### config.mk
export PLATFORM = sky130hd
export DESIGN_NAME = u_thermo_ramp_ctrl
export DESIGN_NICKNAME = d
export VERILOG_FILES = /design/src/rtl/u_thermo_ramp_ctrl.sv
export SDC_FILE = /design/constraint.sdc
export NUM_CORES = 1
export LEC_CHECK = 0
export CORE_ASPECT_RATIO = 0.6
export CORE_UTILIZATION = 54
export DETAILED_ROUTE_END_ITERATION = 7
export GPL_TIMING_DRIVEN = 0
export HOLD_SLACK_MARGIN = 0.15
export PLACE_DENSITY = 0.92
export SYNTH_ARGS = -nofsm -noshare
export SYNTH_HDL_FRONTEND = slang
export SYNTH_SLANG_ARGS = --single-unit
### constraint.sdc
create_clock -name i_clk -period 11 [get_ports i_clk]
set_input_delay 2.2 -clock i_clk [delete_from_list [all_inputs] [get_ports i_clk]]
set_output_delay 2.2 -clock i_clk [all_outputs]
set_load 0.1 [all_outputs]
### src/rtl/u_thermo_ramp_ctrl.sv
// Thermometer-code ramp sequencer: walks a 6-bit level one code per STEP_DIV
// cycles toward an accepted target and drives the registered thermometer code.
module u_thermo_ramp_ctrl #(
    parameter int unsigned STEP_DIV = 4
) (
    input  logic        i_clk,
    input  logic        i_rstn,
    input  logic        i_valid,
    input  logic [5:0]  i_target,
    output logic        o_ready,
    input  logic        i_hold,
    input  logic        i_abort,
    output logic [5:0]  o_level,
    output logic [63:0] o_therm,
    output logic        o_busy,
    output logic        o_done
);
    localparam logic [7:0] TIMER_LAST = 8'(STEP_DIV - 1);

    typedef enum logic [1:0] {
        ST_IDLE,
        ST_RAMP,
        ST_DONE
    } state_e;

    state_e      state_q, state_d;
    logic [7:0]  timer_q, timer_d;
    logic [5:0]  target_q, target_d;
    logic [5:0]  level_q, level_d;
    logic [63:0] therm_q, therm_d;
    logic        done_q, done_d;

    always_ff @(posedge i_clk or negedge i_rstn) begin
        if (!i_rstn) begin
            state_q  <= ST_IDLE;
            timer_q  <= '0;
            target_q <= '0;
            level_q  <= '0;
            therm_q  <= '0;
            done_q   <= 1'b0;
        end else begin
            state_q  <= state_d;
            timer_q  <= timer_d;
            target_q <= target_d;
            level_q  <= level_d;
            therm_q  <= therm_d;
            done_q   <= done_d;
        end
    end

    always_comb begin
        state_d  = state_q;
        timer_d  = timer_q;
        target_d = target_q;
        level_d  = level_q;
        therm_d  = '0;
        done_d   = 1'b0;

        unique case (state_q)
            ST_IDLE: begin
                if (i_valid) begin
                    target_d = i_target;
                    timer_d  = '0;
                    state_d  = (i_target == level_q) ? ST_DONE : ST_RAMP;
                end
            end
            ST_RAMP: begin
                // Abort outranks both hold and a coincident step.
                if (i_abort) begin
                    timer_d = '0;
                    state_d = ST_IDLE;
                end else if (!i_hold) begin
                    if (timer_q == TIMER_LAST) begin
                        timer_d = '0;
                        level_d = (target_q > level_q) ? level_q + 6'd1 : level_q - 6'd1;
                        if (level_d == target_q) begin
                            state_d = ST_DONE;
                        end
                    end else begin
                        timer_d = timer_q + 8'd1;
                    end
                end
            end
            ST_DONE: begin
                state_d = ST_IDLE;
            end
            default: begin
                state_d = ST_IDLE;
            end
        endcase

        // Code derives from the next level so level and code change on the same edge.
        for (int unsigned i = 0; i < 64; i++) begin
            therm_d[i] = (i < {26'd0, level_d});
        end
        done_d = (state_d == ST_DONE);
    end

    assign o_ready = (state_q == ST_IDLE);
    assign o_busy  = (state_q == ST_RAMP);
    assign o_level = level_q;
    assign o_therm = therm_q;
    assign o_done  = done_q;

endmodule
-- Word-level counts from Yosys, hierarchy flattened
Cells that the tools add are included.
- order comparisons: 64
- add/sub/neg operators: 3
- reduce and logical (&&, ||, !) cells: 4
- equal/unequal tests: 7
- multiplexer cells: 17
- operators by type and width (kind ; number):
    $lt 6x6->1 const A ; 31
    $lt 5x6->1 const A ; 16
    $lt 4x6->1 const A ; 8
    $mux 8 ; 4
    $mux 6 ; 5
    $lt 3x6->1 const A ; 4
    $pmux 8 s2 ; 1
    $eq 6x6->1 ; 2
    $lt 1x6->1 const A ; 2
    $lt 2x6->1 const A ; 2
    $mux 2 ; 6
    $add 8x1->8 const B ; 1
    $eq 8x2->1 const B ; 1
    $add 6x1->6 const B ; 1
    $gt 6x6->1 ; 1
    $sub 6x1->6 const B ; 1
    $pmux 2 s2 ; 1
    $ne 3x3->1 const B ; 1
    $reduce_and 3->1 ; 1
    $eq 2x1->1 const B ; 1
    $eq 2x2->1 const B ; 1
    $logic_not 2->1 ; 1
    $ne 2x2->1 const B ; 1
    $reduce_and 2->1 ; 1
    $reduce_bool 2->1 ; 1
- input bits: 11
- logic and storage cells: 101
- output and inout bits: 73
- flip-flop bits (word level): 86

-- Depth between registers and ports, before layout
- depth after elaboration: 9
- depth in mapped cells: 16
- mapped depth without buffers: 14

-- Least setup slack after synthesis
Ideal clock, no wire load.
- kind: reg-to-reg
- from: register o_therm[31] (netlist name)
- to: register state_q[0]
- path slack: 6.722 ns
- arrival time: 4.157 ns
- period minus slack after synthesis: 4.278 ns
- required time: 10.879 ns
- setup time: 0.121 ns
- buffers on the path: 0
- stages on the path, launching flop included: 13
- cells stage by stage: dfrtp_1 -> inv_1 -> ha_1 -> a21o_1 -> o31ai_4 -> inv_1 -> fa_1 -> xnor2_1 -> xor2_1 -> nor3_1 -> nand3_1 -> or4_4 -> a22o_1
- RTL lines (element ; line ; RTL):
    end signal, assigned ; 42 ; state_q <= state_d;
    end, declared ; 26 ; state_e state_q, state_d;

-- Worst setup path in the final report
- from: input port i_abort
- to: register therm_q[3], in the netlist o_therm[3]
- cells in the longest elaborated chain, start to end: 3
- ends and longest elaborated chain (element ; line ; RTL):
    start, declared ; 12 ; input logic i_abort,
    $mux 6 ; 69 ; if (i_abort) begin
    $mux 6 ; 59 ; unique case (state_q)
    $lt 2x6->1 ; 94 ; therm_d[i] = (i < {26'd0, level_d});
    named net therm_d[3] ; 30 ; logic [63:0] therm_q, therm_d;
    end signal, assigned ; 46 ; therm_q <= therm_d;
    end, declared ; 30 ;
The timed path passes the listed nets, and every way through them passes these cells.
A chain may end at the register's enable or synchronous reset.

==> impl_metrics.py <==
metrics = {
    "placement": {
        "hpwl_mm": 6.58,
        "io_buffers": 82,
        "gp_congestion": 0.903,
    },
    "clock_tree": {
        "ctsHtreeMaxLevel": 3,
        "cts_buffer_depth": 2,
        "clkTransAtPathRegs_ns": 0.07,
        "clkLatencyLatePin_ns": 0.34,
        "cts.sinks": 85,
        "cts_setup_buffers": 0,
        "cts-buffers-inserted": 9,
        "cts_tree": "built",
        "cts-resized-gates": 0,
        "hold_buffers": 0,
        "cts_root_buf": "clkbuf_16",
    },
    "worst_setup_path": {
        "critPathMaxStageDelay_ns": 0.51,
        "slowest_stage": "nor2_1",
        "crit_family": "simple AND/OR/NAND/NOR gates",
        "cp.buffers_inverters": 2,
        "critical_path_required_ns": 11.19,
        "worst_setup_path_end_kind": "flop",
        "crit_arrival_ns": 4.73,
        "crit_path_start_kind": "input port",
        "cp_max_fo": 8,
        "path_cells": "clkdlybuf4s50_1 -> nor3b_2 -> and3_1 -> buf_4 -> mux2i_1 -> o211ai_1 -> nor2_1 -> nand2_1",
        "critPathKind": "input port to flop",
    },
    "power": {
        "leakage_nw": 2.19,
        "seq_power_share_pct": 32.2,
        "ir_drop_mv": 0.185,
        "swShare_pct": 43.9,
        "power.total_mw": 1.13,
        "p_comb_share_pct": 41.3,
        "p_clk_share_pct": 26.5,
        "internal-power_mw": 0.634,
        "cellPowerDensity_nw_per_um2": 225,
        "switching_power_mw": 0.495,
    },
    "timing": {
        "fmax_ghz": 0.220,
        "fin_setup_tns_ns": 0,
        "post-route-period-util_pct": 41.3,
        "hold_viol": 0,
        "worstMarginPinSlew_ns": 1.01,
        "hold_slack_ns": 0.529,
        "max_slew_margin_pct": 32.4,
        "slew_violations": 0,
        "rsz0062_at_grt": "false",
        "setup_viol": 0,
        "fin_worst_skew_ns": 0.00456,
        "fin_crit_ns": 4.54,
    },
    "die": {
        "core_area_um2": 6710,
        "die-area_um2": 7310,
        "initial_core_util_pct": 56.0,
        "die_h_um": 66.6,
        "num_rows": 23,
        "io_pins": 84,
        "die_w_um": 110,
    },
    "logic_synthesis": {
        "syn_nets": 373,
        "ys_ff_latch": 85,
        "ys_types": 54,
        "synth_area_um2": 3760,
        "synth_edf_count": 0,
        "yosys-top-cells-area": "dfrtp_1 57%, nand2_1 4.8%, ha_1 4.0%",
        "yosys-top-cells-count": "85 x dfrtp_1, 48 x nand2_1, 38 x nor2_1, 19 x o21ai_0, 17 x a21oi_1",
        "synth_seq_area_share_pct": 56.6,
        "synth_top_area_share_pct": 56.6,
        "synth_ff_type": "dfrtp_1",
        "yosysMostFrequentCell": "dfrtp_1",
        "yosys_warnings": 0,
        "synth_cells": 349,
        "synth_area_per_cell_um2": 10.8,
        "synth_top_cell_by_area": "dfrtp_1",
        "synthArstFlopShare_pct": 100,
    },
    "grt": {
        "grt_pass1_wl_mm": 15.0,
        "grt_pass1_vias": 2990,
        "grt_usage_pct": 28.4,
        "grt_max_degree": 47,
        "overflow": 0,
        "antenna_found_initial": 0,
    },
    "drt": {
        "via_count": 3031,
        "wl_mm": 9.48,
        "wl_per_cell_um": 17.7,
        "first_iter_violations": 263,
        "first_pass_iters": 6,
        "vias_per_cell": 5.67,
        "top_layer_used": "met4",
        "routed-wl-met2_mm": 4.48,
        "drc": 0,
        "wirelength_met1_mm": 4.10,
        "ant_nets": 0,
        "wl_met3_um": 812,
    },
    "finish": {
        "drive_gt1_share_pct": 11.2,
        "nets": 467,
        "fill_cells": 430,
        "antenna_cells": 0,
        "area_growth_pct": 33.4,
    },
    "flow_run": {
        "drv_cap": 0,
    },
    "hold_path": {
        "hold_path_class": "flop to flop",
    },
    "outcome": {
        "status": "completed",
    },
}
## metrics by stage
| step | worst slack, ns | cells | area [um2] | utilization (%) |
|---|---|---|---|---|
| finish | 6.46 | 535 | 5010 | 74.7 |
| global route | 6.27 | 535 | 5010 | 74.7 |
| CTS | 6.53 | 535 | 5010 | 74.7 |
| detailed placement | 6.19 | 519 | 4700 | 70.2 |
| global placement | 4.94 | 518 | 4690 | 69.9 |
| floorplan | 6.72 | 349 | 3760 | - |
## logic make-up after synthesis
group	count (synthesis)	share of synthesized area, %
AO/OA/AOI/OAI	58	9.72
AND/OR/NAND/NOR	134	17.0
multiplexers	9	2.93
flip-flops	85	56.6
XOR/XNOR	16	5.16
adder cells (fa/ha/maj)	13	4.53
buffers and inverters	33	3.93
other	1	0.0998
## layout make-up
| type | instances | area (um2) | share of cell area [%] |
|---|---|---|---|
| sequential | 85 | 2130 | 42.4 |
| multi-input combinational | 231 | 1480 | 29.6 |
| timing repair buffer | 83 | 838 | 16.7 |
| clock buffer | 9 | 225 | 4.49 |
| tap | 87 | 109 | 2.17 |
| buffer | 16 | 83.8 | 1.67 |
| clock inverter | 7 | 81.3 | 1.62 |
| inverter | 17 | 63.8 | 1.27 |
## metal layers
layer | track usage (%) | vias to the layer above
li1 | - | 1356
met1 | 38.2 | 1501
met2 | 45.0 | 163
met3 | 8.02 | 11
met4 | 8.67 | 0
met5 | 0 | -
## state kept, by name, summed over array words and instances, names as in the netlist
register	count
state_q	2
o_done	1
target_q	6
o_therm	63
timer_q	8
o_level	5
## power groups by stage
stage	Clock (mW)	Sequential, mW	Combinational, mW
floorplan	0	0.548	0.170
detailed placement	0	0.369	0.460
global route	0.314	0.366	0.491
finish	0.300	0.363	0.467
CTS	0.301	0.364	0.465
global placement	0	0.368	0.449
## layout by cell type, fill, tap and decap left out, types with 2 or more instances in the layout
cell,count
a21boi_0,2
a21o_1,2
a21oi_1,17
and2_1,3
and3_1,6
buf_2,10
buf_4,4
clkbuf_1,3
clkbuf_16,9
clkdlybuf4s50_1,81
clkinv_4,3
clkinv_8,2
dfrtp_1,85
ha_1,12
inv_1,16
inv_8,2
mux2_2,6
mux2i_1,2
nand2_1,48
nand2b_1,4
nand3_1,12
nand4_1,2
nor2_1,38
nor2b_1,2
nor3_1,9
o21ai_0,19
o21ai_1,3
o22ai_1,2
o31ai_1,2
xnor2_1,6
xnor3_1,2
xor2_1,6
## final timing paths
kind,start,cells past startpoint,endpoint,slack (ns)
max in group asynchronous,i_rstn,2,o_therm[8],8.53
worst max register to register,o_level[1],14,o_done,6.84
min in group asynchronous,i_rstn,1,o_done,1.85
worst min register to register,timer_q[0],1,timer_q[0],0.53
worst max-delay path,i_abort,8,o_therm[3],6.46
worst min-delay path,timer_q[0],1,timer_q[0],0.53
Note: power is estimated with default switching activity, not from simulation.
==> RTL change 1, RTL diff (config.mk and constraints unchanged) <==
Add an input register stage for `i_target`, with the module's reset; this delays it by one clock. The other inputs are not delayed to match.
--- a/src/rtl/u_thermo_ramp_ctrl.sv
+++ b/src/rtl/u_thermo_ramp_ctrl.sv
@@ -24,2 +24,12 @@
     } state_e;
+
+    logic [5:0] i_target_q;
+
+    always_ff @(posedge i_clk or negedge i_rstn) begin
+        if (!i_rstn) begin
+            i_target_q <= '0;
+        end else begin
+            i_target_q <= i_target;
+        end
+    end
 
@@ -61,5 +71,5 @@
                 if (i_valid) begin
-                    target_d = i_target;
+                    target_d = i_target_q;
                     timer_d  = '0;
-                    state_d  = (i_target == level_q) ? ST_DONE : ST_RAMP;
+                    state_d  = (i_target_q == level_q) ? ST_DONE : ST_RAMP;
                 end
Function: changed (a bounded check fails within 4 cycles, from zero or initial values and one cycle with i_rstn low).
==> RTL change 1 against the original RTL <==
Clock skew is 0.0022 ns higher; utilization rose by 0.97 points; worst setup slack got worse by 0.23 ns; cell area increased by 2.2%; power rose by 4.2%; synthesized area increased by 2.3%; sequential cell count is 6 higher; count of clock-buffer cells in the layout up 3; die area grew 2.3%; sequential power up 6.3%; global-route usage is 0.31 points higher; routed wire length rose by 7.2%; non-clock buffer count stayed put.
==> RTL change 1: results (changes against the original RTL) <==
.. list-table::
   :header-rows: 1

   * - Metric
     - Value
   * - Crit path DAT
     - 4.98 ns (was 4.73 ns)
   * - Count of multi-input gates
     - 233 (was 231)
   * - Post-Route Hold Slack
     - 0.517 ns (was 0.529 ns)
   * - Post-Place Worst Slack
     - 6.12 ns (was 6.19 ns)
   * - HPWL reported at the end of detailed placement
     - 7060 um (was 6580 um)
   * - List of most frequent post-synthesis cells
     - dfrtp_1, nand2_1, nor2_1 (unchanged)
   * - GRT Resource Usage Total
     - 28.7% (was 28.4%)
   * - Share of final layout cell area taken by non-clock buffers
     - 18.1% (was 18.4%)
   * - RePlAce Congestion
     - 0.895 (was 0.903)
   * - Most area-consuming cells after synthesis
     - dfrtp_1, nand2_1, ha_1, nor2_1, a21oi_1 (was dfrtp_1, nand2_1, ha_1, nor2_1, o21ai_0)
   * - Clock-cell share of area
     - 6.26% (was 6.12%)
   * - Share of final-layout standard cells stronger than drive strength 1
     - 8.35% (was 11.2%)
   * - Multi-input logic portion of the cell area
     - 27.9% (was 29.6%)
   * - Final layout net count
     - 474 (was 467)
   * - Wire length on met2
     - 4740 um (was 4480 um)
   * - Number of iterations in the first detailed-routing pass
     - 5 (was 6)
   * - Portion of the post-synthesis area used by sequential elements
     - 59.2% (was 56.6%)
   * - Post-detailed-route wirelength per cell
     - 18.8 um (was 17.7 um)
   * - WL met1
     - 4090 um (was 4100 um)
   * - Number of storage elements in the synthesis netlist
     - 91 (was 85)
   * - Total cell area at the placement stage
     - 4800 um^2 (was 4700 um^2)
   * - Register cell area after layout
     - 2280 um^2 (was 2130 um^2)
   * - Outcome
     - complete, no violations (unchanged)
   * - Non-Clock Inverter Count
     - 16 (was 17)
   * - Slowest cell on the critical path
     - mux2i_2 (was nor2_1)
   * - Worst ir drop on vdd
     - 0.165 mV (was 0.185 mV)
   * - Layout filler cell count
     - 426 (was 430)
   * - First-pass GRT wire length
     - 15700 um (was 15000 um)
   * - Leak pwr
     - 2.26 nW (was 2.19 nW)
   * - Number of violations reported at the end of detailed-routing iteration 0
     - 438 (was 263)
==> RTL change 1: cell families after synthesis <==
kind of cell	Yosys count	synth area share (%)
mux	8	2.34
simple gates	137	16.5
buf+inv	32	3.61
fa+ha+maj	13	4.43
flops	91	59.2
compound gates	58	9.27
xor+xnor	16	4.56
other cells	1	0.0975
==> RTL change 1: where the power goes <==
group          internal, W  switching, W  total [W]
Clock             0.000205      0.000125   0.000330
Combinational     0.000124      0.000336   0.000460
Sequential        0.000367     0.0000188   0.000386
==> RTL change 1: worst min-delay path, cell delays in order, from the launching register on <==
cell,delay [ns]
dfrtp_1,0.37
nand2_1,0.05
o21ai_0,0.06
==> RTL change 1: how the worst max path moves through the flow <==
stage	from	end
global route	i_abort	o_therm[0]
CTS	i_abort	o_therm[0]
floorplan	o_therm[31]	state_q[0]
finish	i_abort	o_therm[16]
global placement	i_rstn	o_therm[39]
detailed placement	i_abort	o_therm[33]
==> RTL change 2, RTL diff (same settings) <==
Without the edit above. The 3 states of `state_e` get a one-hot encoding in 3 bits.
--- a/src/rtl/u_thermo_ramp_ctrl.sv
+++ b/src/rtl/u_thermo_ramp_ctrl.sv
@@ -19,6 +19,6 @@
 
-    typedef enum logic [1:0] {
-        ST_IDLE,
-        ST_RAMP,
-        ST_DONE
+    typedef enum logic [2:0] {
+        ST_IDLE = 3'b001,
+        ST_RAMP = 3'b010,
+        ST_DONE = 3'b100
     } state_e;
Check against the original RTL: no difference found for any inputs over 10 cycles, from zero or initial values and one cycle with i_rstn low; not proved beyond that.
==> RTL change 2 against the original RTL <==
Power fell by 20%; count of clock-buffer cells in the layout grew 2; sequential power is 5% lower; critical path type is now reg2out; the run now ends with DRC left; sequential share of layout area is 0.76 points lower; routed wire length grew 5.2%; cell area increased by 3.1%; largest power group is now registers; utilization increased by 0.68 points; worst setup slack better by 0.011 ns; synthesized area grew 4.5%; synthesized cell count rose by 4.6%; sequential cell count up 1; critical endpoint is now o_ready.
==> RTL change 2: results (changes against the original RTL) <==
.. list-table::
   :header-rows: 1

   * - Metric
     - Value
   * - Outcome
     - finished, violations left (was complete, no violations)
   * - Failing checks
     - DRC
   * - Worst setup path end
     - o_ready (was o_therm[3])
   * - Final layout net count
     - 483 (was 467)
   * - Slowest cell on the critical path
     - clkdlybuf4s50_1 (was nor2_1)
   * - Post-DR vias/cell
     - 5.60 (was 5.67)
   * - Number of violations reported at the end of detailed-routing iteration 0
     - 321 (was 263)
   * - Routing usage on met3
     - 10.0% (was 8.02%)
   * - Worst Min Path Start
     - timer_q[7] (was timer_q[0])
   * - Power Clock
     - 0.000288 W (was 0.000300 W)
   * - Maximum number of pins on one net before global-route repair
     - 60 (was 47)
   * - Total cell area at the placement stage
     - 4880 um^2 (was 4700 um^2)
   * - Endpoint with the worst hold slack
     - timer_q[7] (was timer_q[0])
   * - Achievable clock frequency
     - 0.221 GHz (was 0.220 GHz)
   * - Number of iterations in the first detailed-routing pass
     - 8 (was 6)
   * - Portion of the post-synthesis area used by sequential elements
     - 54.9% (was 56.6%)
   * - Post-Route Hold Slack
     - 0.541 ns (was 0.529 ns)
   * - Number of unique standard cell types used by synthesis
     - 64 (was 54)
   * - Total instance count after detailed placement
     - 535 (was 519)
   * - Worst ir drop on vdd
     - 0.104 mV (was 0.185 mV)
   * - First-pass GRT wire length
     - 15600 um (was 15000 um)
   * - Via count of the first global-routing pass
     - 3050 (was 2990)
   * - Max transition margin
     - 32.7% (was 32.4%)
   * - Remaining routing DRC violations
     - 7 (was 0)
   * - HPWL reported at the end of detailed placement
     - 7270 um (was 6580 um)
==> RTL change 2: cell families (layout without fill, tap and decap cells) <==
kind of cell               after synthesis  count (layout)  synth area share [%]
and+or+nand+nor                        149             149                  18.6
xor gates and xnor gates                15              15                  4.75
buffers and inverters                   32             131                  4.84
muxes                                    7               7                  2.26
DFF                                     86              86                  54.9
adders and majority gates               13              13                  4.34
AOI/OAI and AO/OA                       62              62                  10.2
other                                    1               1                0.0955
==> RTL change 2: cell type report <==
type	count	area, um^2	area share (%)
Clock inverter	5	32.5	0.630
Sequential cell	86	2150	41.7
Buffer	18	138	2.66
Inverter	14	52.6	1.02
Timing Repair Buffer	83	846	16.4
Multi-Input combinational cell	247	1580	30.6
Clock buffer	11	253	4.89
Tap cell	87	109	2.11
==> RTL change 2: layer usage <==
layer | share of wire, % | wire length, um
met2 | 44 | 4390
met5 | 0 | 0
met3 | 10 | 1000
met4 | 1.7 | 170
met1 | 44 | 4410
